[src/rtl/snn_pkg.sv]
// Shared types and constants for the SNN core front end.
//   event_type_t  : kind of event issued to the core controller
//   sched_state_t : event scheduler FSM states
//   NEURON_AW     : neuron address width shared with controller / priority encoder
package snn_pkg;

    typedef enum logic [1:0] {
        SENSOR = 2'd0,
        RECUR  = 2'd1,
        LEAK   = 2'd2
    } event_type_t;

    typedef enum logic [1:0] {
        IDLE  = 2'd0,
        ISSUE = 2'd1,
        WAIT  = 2'd2
    } sched_state_t;

    localparam int NEURON_AW = 4;

endpackage

[src/rtl/snn_leak_timer.sv]
// Periodic membrane-leak tick generator with a one-deep pending flag.
//   clock, reset  : clock, synchronous active-high reset
//   leak_en       : counter runs while 1, held at 0 while 0
//   clear_i       : scheduler is issuing the pending LEAK this cycle
//   leak_pending  : a tick is waiting to be issued
//   leak_overrun  : sticky, a tick arrived while an unconsumed tick was pending
module snn_leak_timer #(
    parameter int LEAK_PERIOD = 1024
) (
    input  logic clock,
    input  logic reset,
    input  logic leak_en,
    input  logic clear_i,
    output logic leak_pending,
    output logic leak_overrun
);

    localparam int CW = $clog2(LEAK_PERIOD);

    logic [CW-1:0] cnt;
    logic          tick;

    assign tick = leak_en && (cnt == CW'(LEAK_PERIOD - 1));

    always_ff @(posedge clock) begin
        if (reset) begin
            cnt          <= '0;
            leak_pending <= 1'b0;
            leak_overrun <= 1'b0;
        end else begin
            if (!leak_en || tick) cnt <= '0;
            else                  cnt <= cnt + 1'b1;
            // A new tick always leaves pending set, even if the old one is
            // being consumed this same cycle.
            leak_pending <= tick | (leak_pending & ~clear_i);
            // A tick landing on a pending flag that is being consumed is not
            // lost, so it is not counted as an overrun.
            if (tick && leak_pending && !clear_i) leak_overrun <= 1'b1;
        end
    end

endmodule

[src/rtl/snn_event_scheduler.sv]
// Front-end event scheduler: arbitrates sensor, recurrent and leak events and
// issues one at a time to the core controller, waiting for ctrl_done between.
//   sensor_valid/addr/ren : sensor FIFO interface (ren = 1-cycle pop)
//   recur_valid/addr/ren  : recurrent spike FIFO interface
//   leak_en               : enables the periodic leak timer
//   event_received/addr/type : 1-cycle start strobe + latched event descriptor
//   ctrl_done             : controller finished the pass (honoured in WAIT only)
//   busy                  : scheduler not idle
//   leak_overrun, timeout_err : sticky error flags, cleared by reset only
module snn_event_scheduler
    import snn_pkg::*;
#(
    parameter  int NEURONS     = 16,
    parameter  int LEAK_PERIOD = 1024,
    parameter  int TIMEOUT     = 4096,
    localparam int NA          = $clog2(NEURONS)
) (
    input  logic          clock,
    input  logic          reset,
    input  logic          sensor_valid,
    input  logic [NA-1:0] sensor_addr,
    output logic          sensor_ren,
    input  logic          recur_valid,
    input  logic [NA-1:0] recur_addr,
    output logic          recur_ren,
    input  logic          leak_en,
    output logic          event_received,
    output logic [NA-1:0] event_addr,
    output event_type_t   event_type,
    input  logic          ctrl_done,
    output logic          busy,
    output logic          leak_overrun,
    output logic          timeout_err
);

    localparam int WW = $clog2(TIMEOUT);

    sched_state_t  state, state_d;
    event_type_t   rr_last;
    logic [WW-1:0] wait_cnt;
    logic          leak_pending, leak_clear;
    logic          grant_valid, issue_start, timeout_hit;
    event_type_t   grant_type;
    logic [NA-1:0] grant_addr;

    // The LEAK event is consumed on its ISSUE cycle.
    assign leak_clear = (state == ISSUE) && (event_type == LEAK);

    snn_leak_timer #(.LEAK_PERIOD(LEAK_PERIOD)) u_leak (
        .clock        (clock),
        .reset        (reset),
        .leak_en      (leak_en),
        .clear_i      (leak_clear),
        .leak_pending (leak_pending),
        .leak_overrun (leak_overrun)
    );

    always_comb begin
        state_d     = state;
        grant_valid = 1'b0;
        grant_type  = SENSOR;
        grant_addr  = '0;
        timeout_hit = 1'b0;

        // Leak first; sensor wins a contest unless it won the last one.
        if (leak_pending) begin
            grant_valid = 1'b1;
            grant_type  = LEAK;
        end else if (sensor_valid && (!recur_valid || rr_last == RECUR)) begin
            grant_valid = 1'b1;
            grant_type  = SENSOR;
            grant_addr  = sensor_addr;
        end else if (recur_valid) begin
            grant_valid = 1'b1;
            grant_type  = RECUR;
            grant_addr  = recur_addr;
        end

        case (state)
            IDLE:  if (grant_valid) state_d = ISSUE;
            ISSUE: state_d = WAIT;
            WAIT: begin
                if (ctrl_done) begin
                    state_d = IDLE;
                end else if (wait_cnt == WW'(TIMEOUT - 1)) begin
                    state_d     = IDLE;
                    timeout_hit = 1'b1;
                end
            end
            default: state_d = IDLE;
        endcase
    end

    assign issue_start = (state == IDLE) && (state_d == ISSUE);

    always_ff @(posedge clock) begin
        if (reset) begin
            state          <= IDLE;
            rr_last        <= RECUR;
            wait_cnt       <= '0;
            event_received <= 1'b0;
            sensor_ren     <= 1'b0;
            recur_ren      <= 1'b0;
            event_addr     <= '0;
            event_type     <= SENSOR;
            busy           <= 1'b0;
            timeout_err    <= 1'b0;
        end else begin
            state          <= state_d;
            busy           <= (state_d != IDLE);
            event_received <= issue_start;
            sensor_ren     <= issue_start && (grant_type == SENSOR);
            recur_ren      <= issue_start && (grant_type == RECUR);
            if (issue_start) begin
                event_addr <= grant_addr;
                event_type <= grant_type;
                if (grant_type != LEAK) rr_last <= grant_type;
            end
            // Zero everywhere outside WAIT, so it starts at 0 on WAIT entry.
            if (state == WAIT) wait_cnt <= wait_cnt + 1'b1;
            else               wait_cnt <= '0;
            if (timeout_hit) timeout_err <= 1'b1;
        end
    end

endmodule
[config.mk]
export PLATFORM = sky130hd
export DESIGN_NAME = snn_event_scheduler
export DESIGN_NICKNAME = d
export VERILOG_FILES = /design/src/rtl/snn_pkg.sv /design/src/rtl/snn_leak_timer.sv /design/src/rtl/snn_event_scheduler.sv
export SDC_FILE = /design/constraint.sdc
export NUM_CORES = 1
export LEC_CHECK = 0
export CAP_MARGIN = 10
export CORE_MARGIN = 5
export CORE_UTILIZATION = 34
export DETAILED_ROUTE_END_ITERATION = 10
export SLEW_MARGIN = 0
export SYNTH_ARGS = -nofsm -noshare
export SYNTH_HDL_FRONTEND = slang
export SYNTH_SLANG_ARGS = --single-unit
[constraint.sdc]
create_clock -name clock -period 4.3 [get_ports clock]
set_input_delay 1.075 -clock clock [delete_from_list [all_inputs] [get_ports clock]]
set_output_delay 1.075 -clock clock [all_outputs]
set_load 0.01 [all_outputs]
# --- After elaboration in Yosys (flattened, before gate mapping) ---
# Cells that the tools add are included.
word_totals:
  rom_bits: 0
  regBits: 39
  latchBits: 0
  mem_count: 0
  mem_bits_rw: 0
  output_inout_bits: 12
  inputBits: 14
classes:
  n_reduce_logical: 19
  eq_ne: 9
  bitwise: 4
  magnitude_cmp: 0
  shift: 0
  add_sub_neg: 2
  n_div: 0
  multipliers: 0
  muxes: 16
op_table:
  columns: ["op", "n"]
  rows:
  - ["12-bit by 1-bit adder with 12-bit output (second input constant)", 1]
  - ["12-bit equality test (second input constant)", 1]
  - ["4-bit 2-to-1 mux", 3]
  - ["10-bit by 1-bit adder with 10-bit output (second input constant)", 1]
  - ["10-bit equality test (second input constant)", 1]
  - ["2-bit by 1-bit equality test with 1-bit output (second input constant)", 4]
  - ["1-bit logical AND", 8]
  - ["1-bit 2-to-1 mux", 8]
  - ["2-bit 2-to-1 mux", 4]
  - ["2-bit case mux with 3 select lines", 1]
  - ["2-bit equality test (second input constant)", 2]
  - ["2-bit logical NOT", 2]
  - ["2-bit OR reduction", 2]
  - ["1-bit logical NOT", 3]
  - ["1-bit logical OR", 2]
  - ["2-bit != test (second input constant)", 1]
  - ["1-bit NOT", 2]
  - ["2-bit AND reduction", 1]
  - ["2-bit nonzero test", 1]
  - ["1-bit AND", 1]
  - ["1-bit OR", 1]

# --- Depth between registers and ports, before layout ---
logic_depth:
  word_depth: 10
  depth_mapped: 6

# --- Hierarchy ---
# Synthesis repeated with hierarchy kept, for this count alone.
hier_totals:
  cells_unflattened: 170
  hier_area_um2: 1599.0
by_module_without_submodules:
  columns: ["module", "n_inst", "seq_area_each_um2", "cells_per_inst", "area_each_um2"]
  rows:
  - ["snn_event_scheduler", 1, 540.5, 115, 1092.3]
  - ["snn_leak_timer", 1, 240.2, 55, 506.7]

# --- Worst setup path after synthesis ---
# Ideal clock, no wire load.
synth_timing:
  path_kind: "input to register"
  from: "in sensor_valid"
  to: "reg event_addr[0]"
  setup_slack_ns: 2.237
  stages: 5
  setup_ns: 0.119
  t_arrival_ns: 1.944
  cell_sequence: "buf_2 nor3_1 or3_1 and2_1 o2bb2ai_1"
synth_between:
  elab_chain_len: 7
  word_cells_on_any_way: 9
  classes_between: "eq/ne: 1; mux: 6; reduce/logical: 2"
synth_rtl:
  columns: ["element", "line_no", "rtl"]
  rows:
  - ["start: declaration", "snn_event_scheduler.sv:20", "input logic sensor_valid,"]
  - ["1-bit logical AND *", "snn_event_scheduler.sv:69", "end else if (sensor_valid && (!recur_valid || rr_last == RECUR)) begin"]
  - ["1-bit 2-to-1 mux", "snn_event_scheduler.sv:69", null]
  - ["1-bit 2-to-1 mux", "snn_event_scheduler.sv:66", "if (leak_pending) begin"]
  - ["2-bit 2-to-1 mux", "snn_event_scheduler.sv:80", "IDLE: if (grant_valid) state_d = ISSUE;"]
  - ["2-bit case mux with 3 select lines", "snn_event_scheduler.sv:79", "case (state)"]
  - ["2-bit by 1-bit equality test with 1-bit output", "snn_event_scheduler.sv:94", "assign issue_start = (state == IDLE) && (state_d == ISSUE);"]
  - ["1-bit logical AND", "snn_event_scheduler.sv:94", null]
  - ["end signal: assignment", "snn_event_scheduler.sv:115", "event_addr <= grant_addr;"]
  - ["end: declaration", "snn_event_scheduler.sv:28", "output logic [NA-1:0] event_addr,"]
# Mark *: on every way between the ends. The rest lies on a longest branch, timed or not.
# A chain may end at the register's enable or synchronous reset.

==> results.json <==
{
  "timing.hold.worst.class": "flop to flop",
  "timing.setup.tns_ns": 0,
  "numClockSinks": 39,
  "yosysTopAreaCellShare_pct": 49.33,
  "peakVddDrop_uv": 147.9,
  "net_switching_component_of_the_power_uw": 158.3,
  "netlist-cell-type-count": 38,
  "flow.area_growth_from_synthesis_pct": 24.82,
  "synth_fa_ha_area_share_pct": 1.581,
  "total_placed_instance_area_mm2": 0.001872,
  "finalSetupViolations": 0,
  "clockBufferDepth": 2,
  "synth_enable_flop_cells": 0,
  "clock_insertion_delay_at_the_later_pin_of_the_skew_report_ns": 0.28,
  "io-pin-count": 26,
  "cts_root_buffer": "sky130_fd_sc_hd__clkbuf_8",
  "synth_xor_xnor_area_share_pct": 7.194,
  "rsz0062_at_grt": "no",
  "cts_post_setup_buffers_inserted": 0,
  "layout.nets": 215,
  "synth_flop_cell": "sky130_fd_sc_hd__dfxtp_1",
  "vias": 1253,
  "drt_iter0_markers": 55,
  "routed_wire_length_per_instance_um": 11.87,
  "final_count_of_pins_violating_max_slew": 0,
  "worst_setup_end_kind": "flop",
  "tightestPinTransition_ns": 0.6344,
  "share_of_layout_cells_above_drive_strength_1_pct": 7.500,
  "synth_async_sr_flop_share_pct": 0,
  "synth_sequential_area_ratio_pct": 49.33,
  "critical_path.n_buffers_inverters": 1,
  "clockPowerShare_pct": 37.6,
  "yosysWarningCount": 0,
  "routabilityCongestion": 0.7421,
  "netlist_instances": 173,
  "grt-ovfl-total": 0,
  "fmaxAchievable_mhz": 408.4,
  "maximum_number_of_pins_on_one_net_before_global_route_repair": 15,
  "crit_family": "simple AND/OR/NAND/NOR gates",
  "globalRouteMet2Util_pct": 15.07,
  "critical_path.max_fanout": 14,
  "vias_in_the_first_global_route": 1167,
  "die_height_um": 78.23,
  "worst_path_largest_cell_delay_ns": 0.69,
  "post_cts_resize_count": 0,
  "cp_data_arrival_time_ns": 2.65,
  "postRouteAntennaNets": 0,
  "status": "finished clean",
  "fin_hold_ws_ns": 0.4635,
  "synth_top_cell_by_area": "sky130_fd_sc_hd__dfxtp_1",
  "dp_hpwl_mm": 2.171,
  "clk_pin_slew_ns": 0.07,
  "startpoint_type": "primary input",
  "finalWorstPathRequiredPeriod_ns": 2.448,
  "syn_avg_cell_area_um2": 9.149,
  "synth_top_cells_by_area": "sky130_fd_sc_hd__dfxtp_1, sky130_fd_sc_hd__nor2_1, sky130_fd_sc_hd__xnor2_1",
  "cp_slowest_cell": "sky130_fd_sc_hd__or3b_2",
  "yosys.area_share.simple_pct": 25.14,
  "switching_share_pct": 22.26,
  "worst-endpoint-required_ns": 4.50,
  "synth_top_family_by_area": "simple AND/OR/NAND/NOR gates",
  "finish.utilization_pct": 44.45,
  "power.total_uw": 711.1,
  "finalClockSkew_ns": 0.007943,
  "floorplan.core_area_mm2": 0.004444,
  "slew-limit-headroom_pct": 57.32,
  "grtUsageTotal_pct": 10.47,
  "sequentialPowerShare_pct": 53.3,
  "route.detailed.vias_per_inst": 4.972,
  "crit_chain": "clkdlybuf4s50_1, or3b_2, o32ai_2",
  "finish.instance_area_mm2": 0.001976,
  "met1_usage_pct": 13.92,
  "tritoncts": "yes",
  "die_x_um": 78.23,
  "ys_ff_latch": 39,
  "fraction_of_the_mapped_netlist_area_in_compound_gates_pct": 12.17,
  "diodes": 0,
  "cell_internal_pwr_uw": 552.8,
  "cellLeakagePower_nw": 0.6667,
  "drt-pass1-iter-count": 4,
  "max_cap_viol_count": 0,
  "totalWireLength_mm": 2.991,
  "cts_inserted_buffers": 5,
  "power_frac_comb_pct": 9.1,
  "grt_first_pass_wirelength_mm": 5.133,
  "layout_worst_path_cycle_share_pct": 56.94,
  "die-area_mm2": 0.006120,
  "core.rowCount": 24,
  "cts_hold_buf": 0,
  "portbufs": 25,
  "grt_most_used_layer": "met2",
  "worstSetupPathType": "primary input to flop",
  "mux_share_of_post_synthesis_cell_area_pct": 1.265,
  "mappedNetlistArea_mm2": 0.001583,
  "synth_fp_nets": 189,
  "post-route-drc-count": 0,
  "pwr_density_cell_mw_per_mm2": 359.9,
  "hold_viol_final": 0,
  "cts.htree.levels": 2,
  "initial_core_util_pct": 35.61,
  "grt_antenna_before_repair": 0,
  "global_route.usage.met3_pct": 3.432
}
[path summary, 6_finish.rpt]
check                                 start     endpoint  slack, ns  cells after the start
worst max-delay path                  reset  timeout_err       1.85                      3
worst min-delay path            wait_cnt[0]  wait_cnt[0]       0.46                      1
worst max register to register  wait_cnt[0]     state[1]       2.64                      5
worst min register to register  wait_cnt[0]  wait_cnt[0]       0.46                      1
[power by group through the flow]
stage          Sequential [mW]  Clock (mW)  Combinational, mW
2_1_floorplan            0.390           0             0.0287
3_3_place_gp             0.388           0             0.0653
3_5_place_dp             0.388           0             0.0647
4_1_cts                  0.379       0.282             0.0652
5_1_grt                  0.381       0.294             0.0710
6_report                 0.379       0.267             0.0645
[kinds of logic (layout without fill, tap and decap cells)]
family	Yosys count	in the layout
flops	39	39
fa+ha+maj	2	2
simple gates	78	78
xor+xnor	13	13
buf+inv	13	40
mux	2	2
compound gates	26	26
[final cells by class]
cell class,instances,area [um2]
Fill cell,474,2469
Clock inverter,1,7.507
Clock buffer,7,96.34
Tap cell,52,65.06
Sequential cell,39,780.7
Inverter,7,26.28
Timing Repair Buffer,25,250.2
Multi-Input combinational cell,121,749.5
[worst reg2reg max path, stage by stage, from the launching register on]
cell	delay [ns]
sky130_fd_sc_hd__dfxtp_1	0.38
sky130_fd_sc_hd__ha_1	0.24
sky130_fd_sc_hd__nand4_2	0.16
sky130_fd_sc_hd__or4_4	0.58
sky130_fd_sc_hd__nand2_1	0.10
sky130_fd_sc_hd__o21ai_0	0.08
[layer usage]
| layer | wire length, um | part of all wire, % | vias up |
|---|---|---|---|
| met5 | 0 | 0 | - |
| met1 | 1565 | 52 | 567 |
| li1 | - | - | 661 |
| met2 | 1236 | 41 | 20 |
| met3 | 138 | 4.6 | 5 |
| met4 | 50 | 1.7 | 0 |
[synth_stat cells, drive strengths merged, types with 4 or more instances]
cell type / number
or3: 4
nand4: 4
inv: 7
xnor2: 7
dfxtp: 39
nor2: 28
o21ai: 5
o2bb2ai: 4
nor3: 4
xor2: 6
nand2: 14
a32oi: 4
a21oi: 4
nand3: 7
[flip-flops by register name, summed over array words and instances (netlist names)]
name and count:
busy 1, event_addr 4, event_received 1, event_type 2, recur_ren 1, rr_last 2
sensor_ren 1, state 2, timeout_err 1, u_leak.cnt 10, u_leak.leak_overrun 1, u_leak.leak_pending 1
wait_cnt 12
[metrics by stage]
step / setup slack [ns] / std cells
5_1_grt: 1.744 / 252
3_3_place_gp: 1.575 / 244
3_5_place_dp: 1.551 / 244
4_1_cts: 1.850 / 252
6_report: 1.852 / 252
2_1_floorplan: 2.237 / 173
[layout by cell type, fill, tap and decap left out, types with 2 or more instances in the layout]
cell type	instances
sky130_fd_sc_hd__o2bb2ai_1	4
sky130_fd_sc_hd__inv_1	7
sky130_fd_sc_hd__nand2_1	14
sky130_fd_sc_hd__or3_1	3
sky130_fd_sc_hd__xor2_1	6
sky130_fd_sc_hd__xnor2_1	7
sky130_fd_sc_hd__mux2i_1	2
sky130_fd_sc_hd__o21ai_0	5
sky130_fd_sc_hd__a32oi_1	4
sky130_fd_sc_hd__or3b_2	2
sky130_fd_sc_hd__nor4_1	3
sky130_fd_sc_hd__nand3_1	7
sky130_fd_sc_hd__nand4_1	3
sky130_fd_sc_hd__o211ai_1	2
sky130_fd_sc_hd__nor2b_1	2
sky130_fd_sc_hd__and4_1	3
sky130_fd_sc_hd__clkbuf_8	7
sky130_fd_sc_hd__nor2_1	28
sky130_fd_sc_hd__a22oi_1	2
sky130_fd_sc_hd__ha_1	2
sky130_fd_sc_hd__nor3_1	4
sky130_fd_sc_hd__a21oi_1	4
sky130_fd_sc_hd__dfxtp_1	39
sky130_fd_sc_hd__clkdlybuf4s50_1	25
Note: power is estimated with default switching activity, not from simulation.
